$ cat config.mk
export PLATFORM = sky130hd
export DESIGN_NAME = led_scan_ctrl
export DESIGN_NICKNAME = d
export VERILOG_FILES = /design/src/rtl/led_display_package.sv /design/src/rtl/led_row_shifter.sv /design/src/rtl/led_scan_ctrl.sv
export SDC_FILE = /design/constraint.sdc
export NUM_CORES = 1
export LEC_CHECK = 0
export CAP_MARGIN = 20
export CELL_PAD_IN_SITES_DETAIL_PLACEMENT = 1
export CELL_PAD_IN_SITES_GLOBAL_PLACEMENT = 1
export CORE_MARGIN = 4
export CORE_UTILIZATION = 41
export CTS_CLUSTER_DIAMETER = 50
export DETAILED_ROUTE_END_ITERATION = 7
export PLACE_DENSITY = 0.91
export SLEW_MARGIN = 0
export SYNTH_ARGS = -nofsm -noshare
export SYNTH_HDL_FRONTEND = slang
export SYNTH_HIERARCHICAL = 1
export SYNTH_SLANG_ARGS = --single-unit
export TNS_END_PERCENT = 100
$ cat constraint.sdc
create_clock -name clk -period 2.1 [get_ports clk]
set_input_delay 0.315 -clock clk [delete_from_list [all_inputs] [get_ports clk]]
set_output_delay 0.315 -clock clk [all_outputs]
set_load 0.005 [all_outputs]
$ cat src/rtl/led_display_package.sv
// Shared types and constants for the LED panel scan path.
package led_display_package;

  localparam int GL_NUM_COLS  = 64;
  localparam int GL_NUM_ROWS  = 32;
  localparam int GL_ROW_PAIRS = GL_NUM_ROWS / 2;

  // One half-panel worth of colour planes; red sits in the low bits.
  typedef struct packed {
    logic [GL_NUM_COLS-1:0] blue;
    logic [GL_NUM_COLS-1:0] green;
    logic [GL_NUM_COLS-1:0] red;
  } rgb_plane_t;

  // One row-pair: the row in the top half and its partner in the bottom half.
  typedef struct packed {
    rgb_plane_t top;
    rgb_plane_t bot;
  } rgb_row_t;

  localparam int GL_RGB_ROW_W = $bits(rgb_row_t);

  typedef enum logic [2:0] {
    ST_IDLE,
    ST_FETCH,
    ST_SHIFT,
    ST_WAIT_ON,
    ST_BLANK_PRE,
    ST_LATCH,
    ST_BLANK_POST
  } scan_state_t;

endpackage

$ cat src/rtl/led_row_shifter.sv
// Serialises one row-pair onto the panel data pins: six colour planes,
// column MSB first, one bclk pulse per column (low phase then high phase).
module led_row_shifter #(
  parameter int NUM_COLS = 64
) (
  input  logic                  clk,
  input  logic                  n_reset,
  input  logic                  i_load,
  input  logic [3*NUM_COLS-1:0] i_top_planes,  // {blue, green, red}
  input  logic [3*NUM_COLS-1:0] i_bot_planes,  // {blue, green, red}
  output logic                  o_done,
  output logic                  o_bclk,
  output logic [2:0]            o_rgb_top,
  output logic [2:0]            o_rgb_bot
);

  localparam int COL_W = (NUM_COLS > 1) ? $clog2(NUM_COLS) : 1;
  localparam logic [COL_W-1:0] LAST_COL = COL_W'(NUM_COLS - 1);

  logic             r_active;
  logic             r_phase;    // 0: low half of the bclk period, 1: high half
  logic             r_bclk;
  logic [COL_W-1:0] r_col_cnt;
  logic             w_last_col;
  logic             w_advance;

  assign w_last_col = (r_col_cnt == LAST_COL);
  // Data moves to the next column only as bclk falls, so it is frozen while bclk is high.
  assign w_advance  = r_active & r_phase & ~w_last_col;
  assign o_done     = r_active & r_phase & w_last_col;
  assign o_bclk     = r_bclk;

  // Phase toggle, column counter and the bclk pin itself.
  always_ff @(posedge clk or negedge n_reset) begin
    if (!n_reset) begin
      r_active  <= 1'b0;
      r_phase   <= 1'b0;
      r_bclk    <= 1'b0;
      r_col_cnt <= '0;
    end else if (i_load) begin
      r_active  <= 1'b1;
      r_phase   <= 1'b0;
      r_bclk    <= 1'b0;
      r_col_cnt <= '0;
    end else if (r_active) begin
      if (!r_phase) begin
        r_phase <= 1'b1;
        r_bclk  <= 1'b1;
      end else begin
        r_phase <= 1'b0;
        r_bclk  <= 1'b0;
        if (w_last_col) begin
          r_active <= 1'b0;
        end else begin
          r_col_cnt <= r_col_cnt + COL_W'(1);
        end
      end
    end
  end

  genvar gi;
  generate
    for (gi = 0; gi < 3; gi++) begin : g_plane
      logic [NUM_COLS-1:0] w_top_load;
      logic [NUM_COLS-1:0] w_bot_load;
      logic [NUM_COLS-1:0] r_top_sr;
      logic [NUM_COLS-1:0] r_bot_sr;
      logic                r_top_bit;
      logic                r_bot_bit;

      assign w_top_load = i_top_planes[gi*NUM_COLS +: NUM_COLS];
      assign w_bot_load = i_bot_planes[gi*NUM_COLS +: NUM_COLS];

      // Present the MSB on load, then pop one column per bclk period.
      always_ff @(posedge clk or negedge n_reset) begin
        if (!n_reset) begin
          r_top_sr  <= '0;
          r_bot_sr  <= '0;
          r_top_bit <= 1'b0;
          r_bot_bit <= 1'b0;
        end else if (i_load) begin
          r_top_sr  <= w_top_load << 1;
          r_bot_sr  <= w_bot_load << 1;
          r_top_bit <= w_top_load[NUM_COLS-1];
          r_bot_bit <= w_bot_load[NUM_COLS-1];
        end else if (w_advance) begin
          r_top_sr  <= r_top_sr << 1;
          r_bot_sr  <= r_bot_sr << 1;
          r_top_bit <= r_top_sr[NUM_COLS-1];
          r_bot_bit <= r_bot_sr[NUM_COLS-1];
        end
      end

      assign o_rgb_top[gi] = r_top_bit;
      assign o_rgb_bot[gi] = r_bot_bit;
    end
  endgenerate

endmodule

$ cat src/rtl/led_scan_ctrl.sv
// HUB75 scan sequencer: fetch a row-pair, shift it while the previous row is
// lit, blank, latch, advance the address, repeat.
module led_scan_ctrl
  import led_display_package::*;
#(
  parameter int NUM_COLS     = GL_NUM_COLS,
  parameter int NUM_ROWS     = GL_NUM_ROWS,
  parameter int ADDR_W       = 4,
  parameter int ON_CYCLES    = 256,
  parameter int BLANK_CYCLES = 2
) (
  input  logic                    clk,
  input  logic                    n_reset,
  input  logic                    enable,
  output logic [ADDR_W-1:0]       row_req_addr,
  output logic                    row_ready,
  input  logic                    row_valid,
  input  logic [GL_RGB_ROW_W-1:0] row_data,
  output logic                    bclk,
  output logic [2:0]              rgb_top,
  output logic [2:0]              rgb_bot,
  output logic [ADDR_W-1:0]       addr,
  output logic                    oe,
  output logic                    le,
  output logic                    frame_start,
  output logic                    busy
);

  localparam int ON_W = $clog2(ON_CYCLES + 1);
  localparam int BL_W = (BLANK_CYCLES > 1) ? $clog2(BLANK_CYCLES) : 1;
  localparam logic [ON_W-1:0]   ON_MAX    = ON_W'(ON_CYCLES);
  localparam logic [BL_W-1:0]   BL_LAST   = BL_W'(BLANK_CYCLES - 1);
  localparam logic [ADDR_W-1:0] LAST_ADDR = ADDR_W'(NUM_ROWS / 2 - 1);

  scan_state_t       r_state, w_state_next;
  logic              r_oe, w_oe_next;
  logic              r_le, w_le_next;
  logic              r_frame_start, w_frame_start_next;
  logic [ADDR_W-1:0] r_addr, w_addr_next;
  logic [ADDR_W-1:0] r_next_addr, w_next_addr_next;
  logic [ON_W-1:0]   r_on_cnt, w_on_cnt_next;
  logic [BL_W-1:0]   r_blank_cnt, w_blank_cnt_next;
  logic              w_on_expired;
  logic              w_load;
  logic              w_shift_done;
  rgb_row_t          w_row;

  assign w_row        = row_data;
  assign w_on_expired = (r_on_cnt >= ON_MAX);

  // The handshake is suppressed once a stop is requested, so a draining FETCH never takes data.
  assign row_ready    = (r_state == ST_FETCH) && enable;
  assign row_req_addr = r_next_addr;
  assign busy         = (r_state != ST_IDLE);
  assign oe           = r_oe;
  assign le           = r_le;
  assign addr         = r_addr;
  assign frame_start  = r_frame_start;

  led_row_shifter #(
    .NUM_COLS(NUM_COLS)
  ) u_shifter (
    .clk         (clk),
    .n_reset     (n_reset),
    .i_load      (w_load),
    .i_top_planes(w_row.top),
    .i_bot_planes(w_row.bot),
    .o_done      (w_shift_done),
    .o_bclk      (bclk),
    .o_rgb_top   (rgb_top),
    .o_rgb_bot   (rgb_bot)
  );

  // Next-state and next-output decode; panel control pins are registered.
  always_comb begin
    w_state_next       = r_state;
    w_oe_next          = r_oe;
    w_le_next          = 1'b0;
    w_frame_start_next = 1'b0;
    w_addr_next        = r_addr;
    w_next_addr_next   = r_next_addr;
    w_blank_cnt_next   = r_blank_cnt;
    w_load             = 1'b0;
    // Lit time accumulates in every state while the panel is on.
    w_on_cnt_next      = (!r_oe && !w_on_expired) ? r_on_cnt + ON_W'(1) : r_on_cnt;

    unique case (r_state)
      ST_IDLE: begin
        w_oe_next = 1'b1;
        if (enable) w_state_next = ST_FETCH;
      end
      ST_FETCH: begin
        if (!enable) begin
          // Let the current row finish its full brightness slot before going dark.
          if (w_on_expired) begin
            w_oe_next    = 1'b1;
            w_state_next = ST_IDLE;
          end
        end else if (row_valid) begin
          w_load       = 1'b1;
          w_state_next = ST_SHIFT;
        end
      end
      ST_SHIFT: begin
        if (w_shift_done) w_state_next = ST_WAIT_ON;
      end
      ST_WAIT_ON: begin
        if (w_on_expired) begin
          w_oe_next        = 1'b1;
          w_blank_cnt_next = '0;
          w_state_next     = ST_BLANK_PRE;
        end
      end
      ST_BLANK_PRE: begin
        if (r_blank_cnt == BL_LAST) begin
          w_le_next          = 1'b1;
          w_addr_next        = r_next_addr;
          w_frame_start_next = (r_next_addr == '0);
          w_state_next       = ST_LATCH;
        end else begin
          w_blank_cnt_next = r_blank_cnt + BL_W'(1);
        end
      end
      ST_LATCH: begin
        w_next_addr_next = (r_next_addr == LAST_ADDR) ? '0 : r_next_addr + ADDR_W'(1);
        w_blank_cnt_next = '0;
        w_state_next     = ST_BLANK_POST;
      end
      ST_BLANK_POST: begin
        if (r_blank_cnt == BL_LAST) begin
          w_oe_next     = 1'b0;
          w_on_cnt_next = '0;
          w_state_next  = ST_FETCH;
        end else begin
          w_blank_cnt_next = r_blank_cnt + BL_W'(1);
        end
      end
      default: begin
        w_oe_next    = 1'b1;
        w_state_next = ST_IDLE;
      end
    endcase
  end

  // State, counters and registered panel controls.
  always_ff @(posedge clk or negedge n_reset) begin
    if (!n_reset) begin
      r_state       <= ST_IDLE;
      r_oe          <= 1'b1;
      r_le          <= 1'b0;
      r_frame_start <= 1'b0;
      r_addr        <= '0;
      r_next_addr   <= '0;
      r_on_cnt      <= ON_MAX;
      r_blank_cnt   <= '0;
    end else begin
      r_state       <= w_state_next;
      r_oe          <= w_oe_next;
      r_le          <= w_le_next;
      r_frame_start <= w_frame_start_next;
      r_addr        <= w_addr_next;
      r_next_addr   <= w_next_addr_next;
      r_on_cnt      <= w_on_cnt_next;
      r_blank_cnt   <= w_blank_cnt_next;
    end
  end

endmodule
# Word level (Yosys, flattened, before mapping)

Index checks and enable logic that the tools add are counted.

Register bits after elaboration: 422
Bits in latches: 0
Memory bits (writable): 0
Bits in read-only memories: 0
Input port bits: 388
Output and inout bits: 20
Logic and storage cells: 130
Memories kept: 0

$add $sub $neg: 4
$mul: 0
Divide/modulo/power cells: 0
Order comparisons: 1
Eq/ne operators: 17
Shift operators: 0
Multiplexer cells: 62
Bitwise operators: 5
Reduce and logical (&&, ||, !) cells: 18

Operators with widths:

| operator                                                 | number |
|---|---|
| two-way mux 64 bit                                       | 12 |
| two-way mux 1 bit                                        | 31 |
| two-way mux 9 bit                                        | 3 |
| two-way mux 3 bit                                        | 8 |
| two-way mux 6 bit                                        | 4 |
| one-hot mux 3 bit (7 select lines)                       | 1 |
| inequality test 2 bit, second input constant             | 5 |
| adder 9 x 1 -> 9 bit, second input constant              | 1 |
| == test 3 bit, second input constant                     | 3 |
| greater-or-equal comparator 9 bit, second input constant | 1 |
| AND reduction 7 bit                                      | 1 |
| adder 6 x 1 -> 6 bit, second input constant              | 1 |
| == test 3 x 2 -> 1 bit, second input constant            | 2 |
| == test 6 bit, second input constant                     | 1 |
| inequality test 3 bit, second input constant             | 2 |
| AND reduction 3 bit                                      | 2 |
| nonzero test 2 bit                                       | 3 |
| nonzero test 3 bit                                       | 2 |
| adder 4 x 1 -> 4 bit, second input constant              | 1 |
| == test 4 bit, second input constant                     | 1 |
| logical NOT 4 bit                                        | 1 |
| two-way mux 4 bit                                        | 1 |
| inequality test 2 x 1 -> 1 bit, second input constant    | 2 |
| one-hot mux 1 bit (4 select lines)                       | 1 |
| 11 further kinds                                         | 17 |

# Depth between registers and ports, before layout

Word-level depth: 6
Gate-level depth with buffers: 9
Mapped depth without buffers: 6

# By module

Netlist, hierarchy kept.

Modules (own cells, without submodules):

| module          | instances | cells an instance | area an instance (µm²) | sequential area each (µm²) |
|---|---|---|---|---|
| led_row_shifter | 1         | 2721              | 23657.7                | 9809.4 |
| led_scan_ctrl   | 1         | 119               | 1202.4                 | 603.1 |

# Least setup slack after synthesis

No wires, ideal clock.

Kind: flip-flop to flip-flop
Start: register u_shifter.r_col_cnt[0]
End: register r_state[0]
Library setup time: 142 ps
Arrival time: 1785 ps
Required time: 1958 ps
Slack: 173 ps
Stages on the path, launching flop included: 10
Buffers on the path: 3
Period minus slack after synthesis: 1927 ps
Cells stage by stage: dfrtp_1 ha_1 nand2_1 buf_4 buf_2 clkbuf_1 nor3_1 mux2_2 a21oi_1 a22oi_1

Word-level cells in the longest chain between the ends: 4

RTL lines:

| element                                         | RTL line              | RTL |
|---|---|---|
| start: declaration                              | led_row_shifter.sv:23 | `logic [COL_W-1:0] r_col_cnt;` |
| start signal: assignment                        | led_row_shifter.sv:55 | `r_col_cnt <= r_col_cnt + COL_W'(1);` |
| == test 6 bit                                   | led_row_shifter.sv:27 | `assign w_last_col = (r_col_cnt == LAST_COL);` |
| bitwise AND 1 bit                               | led_row_shifter.sv:30 | `assign o_done = r_active & r_phase & w_last_col;` |
| net w_shift_done                                | led_scan_ctrl.sv:45   | `logic w_shift_done;` |
| inequality test 2 x 1 -> 1 bit (no source line) | --                    |  |
| AND reduction 7 bit (no source line)            | --                    |  |
| end signal: assignment                          | led_scan_ctrl.sv:157  | `r_state <= w_state_next;` |
| end: declaration                                | led_scan_ctrl.sv:35   | `scan_state_t r_state, w_state_next;` |

The timed path passes the listed nets, and every way through them passes these cells.
A chain may end at the register's enable or synchronous reset.

# Worst setup path in the final report

Start: register r_state[2]
End: output busy

Word-level cells in the longest chain between the ends: 1

RTL lines:

| element            | RTL line            | RTL |
|---|---|---|
| nonzero test 3 bit | led_scan_ctrl.sv:54 | `assign busy = (r_state != ST_IDLE);` |
| end: declaration   | led_scan_ctrl.sv:26 | `output logic busy` |

No other way between the ends.

==> out/results.tsv <==
stage	metric	value	unit
outcome	outcome	complete, no violations	
clock_tree	clock tree root buffer cell	clkbuf_16	
yosys	largest area contributor in the netlist	dfrtp_1	
global_route	largest net degree at the start of global routing	119	
route	routed vias	25900	
floorplan	Initial Util	0.413	
yosys	leading cell types by total area after synthesis	dfrtp_1 (42%), a2bb2oi_1 (13%), o211ai_1 (11%)	
timing	TNS Setup	0	ns
clock_tree	Post-CTS Setup Inserts	0	
yosys	#FFs+latches synth	416	
timing	top achievable clock speed	492	MHz
yosys	Syn Nets	3232	
timing	Slew @ Worst Pin	0.718	ns
power_and_ir_drop	leak pwr	9.75	nW
critical_path	CP startpoint kind	flip-flop	
yosys	Most used DFF post-synth	dfrtp_1	
floorplan	Die H	254	um
yosys	Synth top area share	0.417	
timing	final hold violation count	0	
critical_path	CP cell instances	buf_6, or3_1, buf_2	
global_route	global-route wire length before repair	150000	um
critical_path	worst r2r src	r_state[0]	
clock_tree	worst-skew pair later-pin latency	0.61	ns
power_and_ir_drop	maximum vdd drop	0.652	mV
layout	Layout Nets	3439	
yosys	Synth warnings	6	
clock_tree	htree depth	2	
layout	fraction of layout cells with a size suffix above 1	0.0788	
critical_path	Worst R2R End	u_shifter/g_plane[0].r_bot_sr[46]	
timing	Hold WS	0.219	ns
critical_path	Crit path required time	1.78	ns
yosys	area of the mapped netlist	24900	um2
floorplan	Die W	254	um
timing	part of the cycle the worst path needs	0.967	
global_route	GRT Overall Usage	0.279	
route	drc violations	0	
yosys	sequential cell area fraction in the yosys report	0.419	
yosys	mean area per synthesized cell	8.75	um2
route	drt first pass iters	5	
global_route	grt total ovfl	0	
floorplan	Ports	408	
floorplan	core area	60200	um2
route	Post-Route WL	94700	um
placed_design	routability-driven placement congestion ratio	0.820	
critical_path	critical path type	reg2out	
global_route	initial antenna violation count	5	
timing	Slew Limit Fails	0	
timing	Worst Clk Skew	0.0174	ns
critical_path	slowest stage delay, CP	0.41	ns
critical_path	CP Capture Type	primary output	
critical_path	crit-path max FO	15	
clock_tree	cts bufs inserted	58	
placed_design	Post-DP HPWL	58400	um
route	drt via density	6.67	
clock_tree	CTS tree	done	
yosys	library cells used by synthesis	48	
yosys	Post-synth EDFFs	0	
flow_run	max-cap viol count	0	
timing	crit path time final	2.03	ns
route	DR iter-0 viols	2654	
yosys	share of synthesized flip-flops with an asynchronous set or reset	1.00	
placed_design	Port Buffer Count	407	
route	routed len/inst	24.4	um
critical_path	reg2reg setup slack	0.17	ns
timing	RSZ-0062 raised after global routing	false	
placed_design	placed insts	3768	
critical_path	Critical Path AT	1.72	ns
power_and_ir_drop	PwrDens	605	nW/um2
critical_path	crit path max-delay cell type	dfrtp_1	
clock_tree	clk slew on worst S/H paths	0.06	ns
floorplan	total die area	64600	um2
power_and_ir_drop	total chip power	19.3	mW
layout	fin cells	3881	
clock_tree	Longest Clk Path Bufs	3	
yosys	Synth Instances	2840	
global_route	vias in the first global route	26800	
critical_path	crit path buf inv count	2	
layout	Area growth syn-to-layout	28.7	%
route	antenna-violating nets left	0	
hold_path	min-delay worst type	in2async	
critical_path	CP delay by family, top	flip-flops	
layout	Fillers	6708	
floorplan	FP Rows	90	
timing	Setup violations, final	0	
critical_path	worst r2r path cells	8	
clock_tree	CTS Sinks	416	
timing	Slew Limit Headroom	0.520	
==> metal layers <==
layer,GRT usage,part of all wire,vias up
met1,0.377,0.42,13200
met2,0.461,0.49,1036
met3,0.0434,0.060,223
met5,0,0.00026,-
met4,0.0967,0.034,4
li1,-,-,11400
==> cells by family after synthesis <==
logic type | after synthesis | synth area share
compound gates | 1181 | 0.354
xor+xnor | 4 | 0.00141
fa+ha+maj | 4 | 0.00201
buf+inv | 401 | 0.0718
flops | 416 | 0.419
mux | 8 | 0.00357
simple gates | 826 | 0.148
==> power breakdown <==
group	total, mW	internal, mW	leakage [nW]	switching [mW]
registers	8.02	8.02	3.81	0
logic	1.09	0.687	4.98	0.406
clock network	10.2	6.20	0.967	4.02
total	19.3	14.9	9.75	4.43
==> layout by cell type (no fill, tap or decap), types with 11 or more instances in the layout <==
cell,instances
nand2_1,22
nor2_1,389
a2bb2oi_1,378
nand3_1,382
dfrtp_1,413
clkbuf_16,59
o21ai_0,15
a31oi_1,378
inv_1,11
buf_12,63
clkbuf_1,11
a21oi_1,12
o211ai_1,380
buf_4,64
clkdlybuf4s50_1,402
==> flip-flops by register name, summed over array words and instances, names as in the netlist, 3 cells and up <==
signal / count
u_shifter/g_plane.r_bot_bit: 3
r_on_cnt: 9
addr: 4
u_shifter/g_plane.r_top_sr: 189
u_shifter/r_col_cnt: 6
r_state: 3
row_req_addr: 4
u_shifter/g_plane.r_top_bit: 3
u_shifter/g_plane.r_bot_sr: 189
==> synthesized netlist by cell type, types with 4 or more instances <==
cell         n
buf_4       29
o21ai_0     15
dfrtp_1    414
or4_1        4
clkbuf_1   207
buf_2      137
ha_1         4
buf_1       16
a31oi_1    378
mux2_1       4
inv_1       11
o211ai_1   380
nand2_1     24
a2bb2oi_1  378
o31ai_1      5
nor2_1     389
a21oi_1     12
nand3_1    383
==> worst max-delay path by stage <==
stage               depth (start not counted)  slack (ns)                           endpoint                   start
global placement                            9       -0.09  u_shifter/g_plane[0].r_bot_sr[46]                  enable
floorplan                                   9        0.17                         r_state[0]  u_shifter/r_col_cnt[0]
detailed placement                          9       -0.26  u_shifter/g_plane[0].r_bot_sr[46]                  enable
global route                                3        0.02                               busy              r_state[2]
finish                                      3        0.07                               busy              r_state[2]
CTS                                         3        0.03                               busy              r_state[2]
==> layout make-up <==
cell class / count / area [um2] / area share
inverter: 12 / 52.6 / 0.00164
multi-input combinational: 2023 / 12700 / 0.397
clock buffer: 78 / 1630 / 0.0509
sequential: 416 / 10400 / 0.326
antenna: 3 / 7.51 / 0.000235
tap: 782 / 978 / 0.0306
clock inverter: 31 / 358 / 0.0112
timing repair buffer: 536 / 5830 / 0.182
==> per-stage QoR <==
step                       util  setup WS (ns)  instance area [um2]
after floorplan               -          0.173                24900
after global placement    0.498        -0.0929                30000
after detailed placement  0.498         -0.260                30000
after CTS                 0.531         0.0344                32000
after global routing      0.531         0.0183                32000
final                     0.531         0.0684                32000
==> what timing repair did <==
item,in CTS,in global routing
hold buffers,1,0
endpoints found under the hold margin,83,0
gates resized for setup,9,0
setup endpoints to repair,4,0
Note: power is estimated with default switching activity, not from simulation.
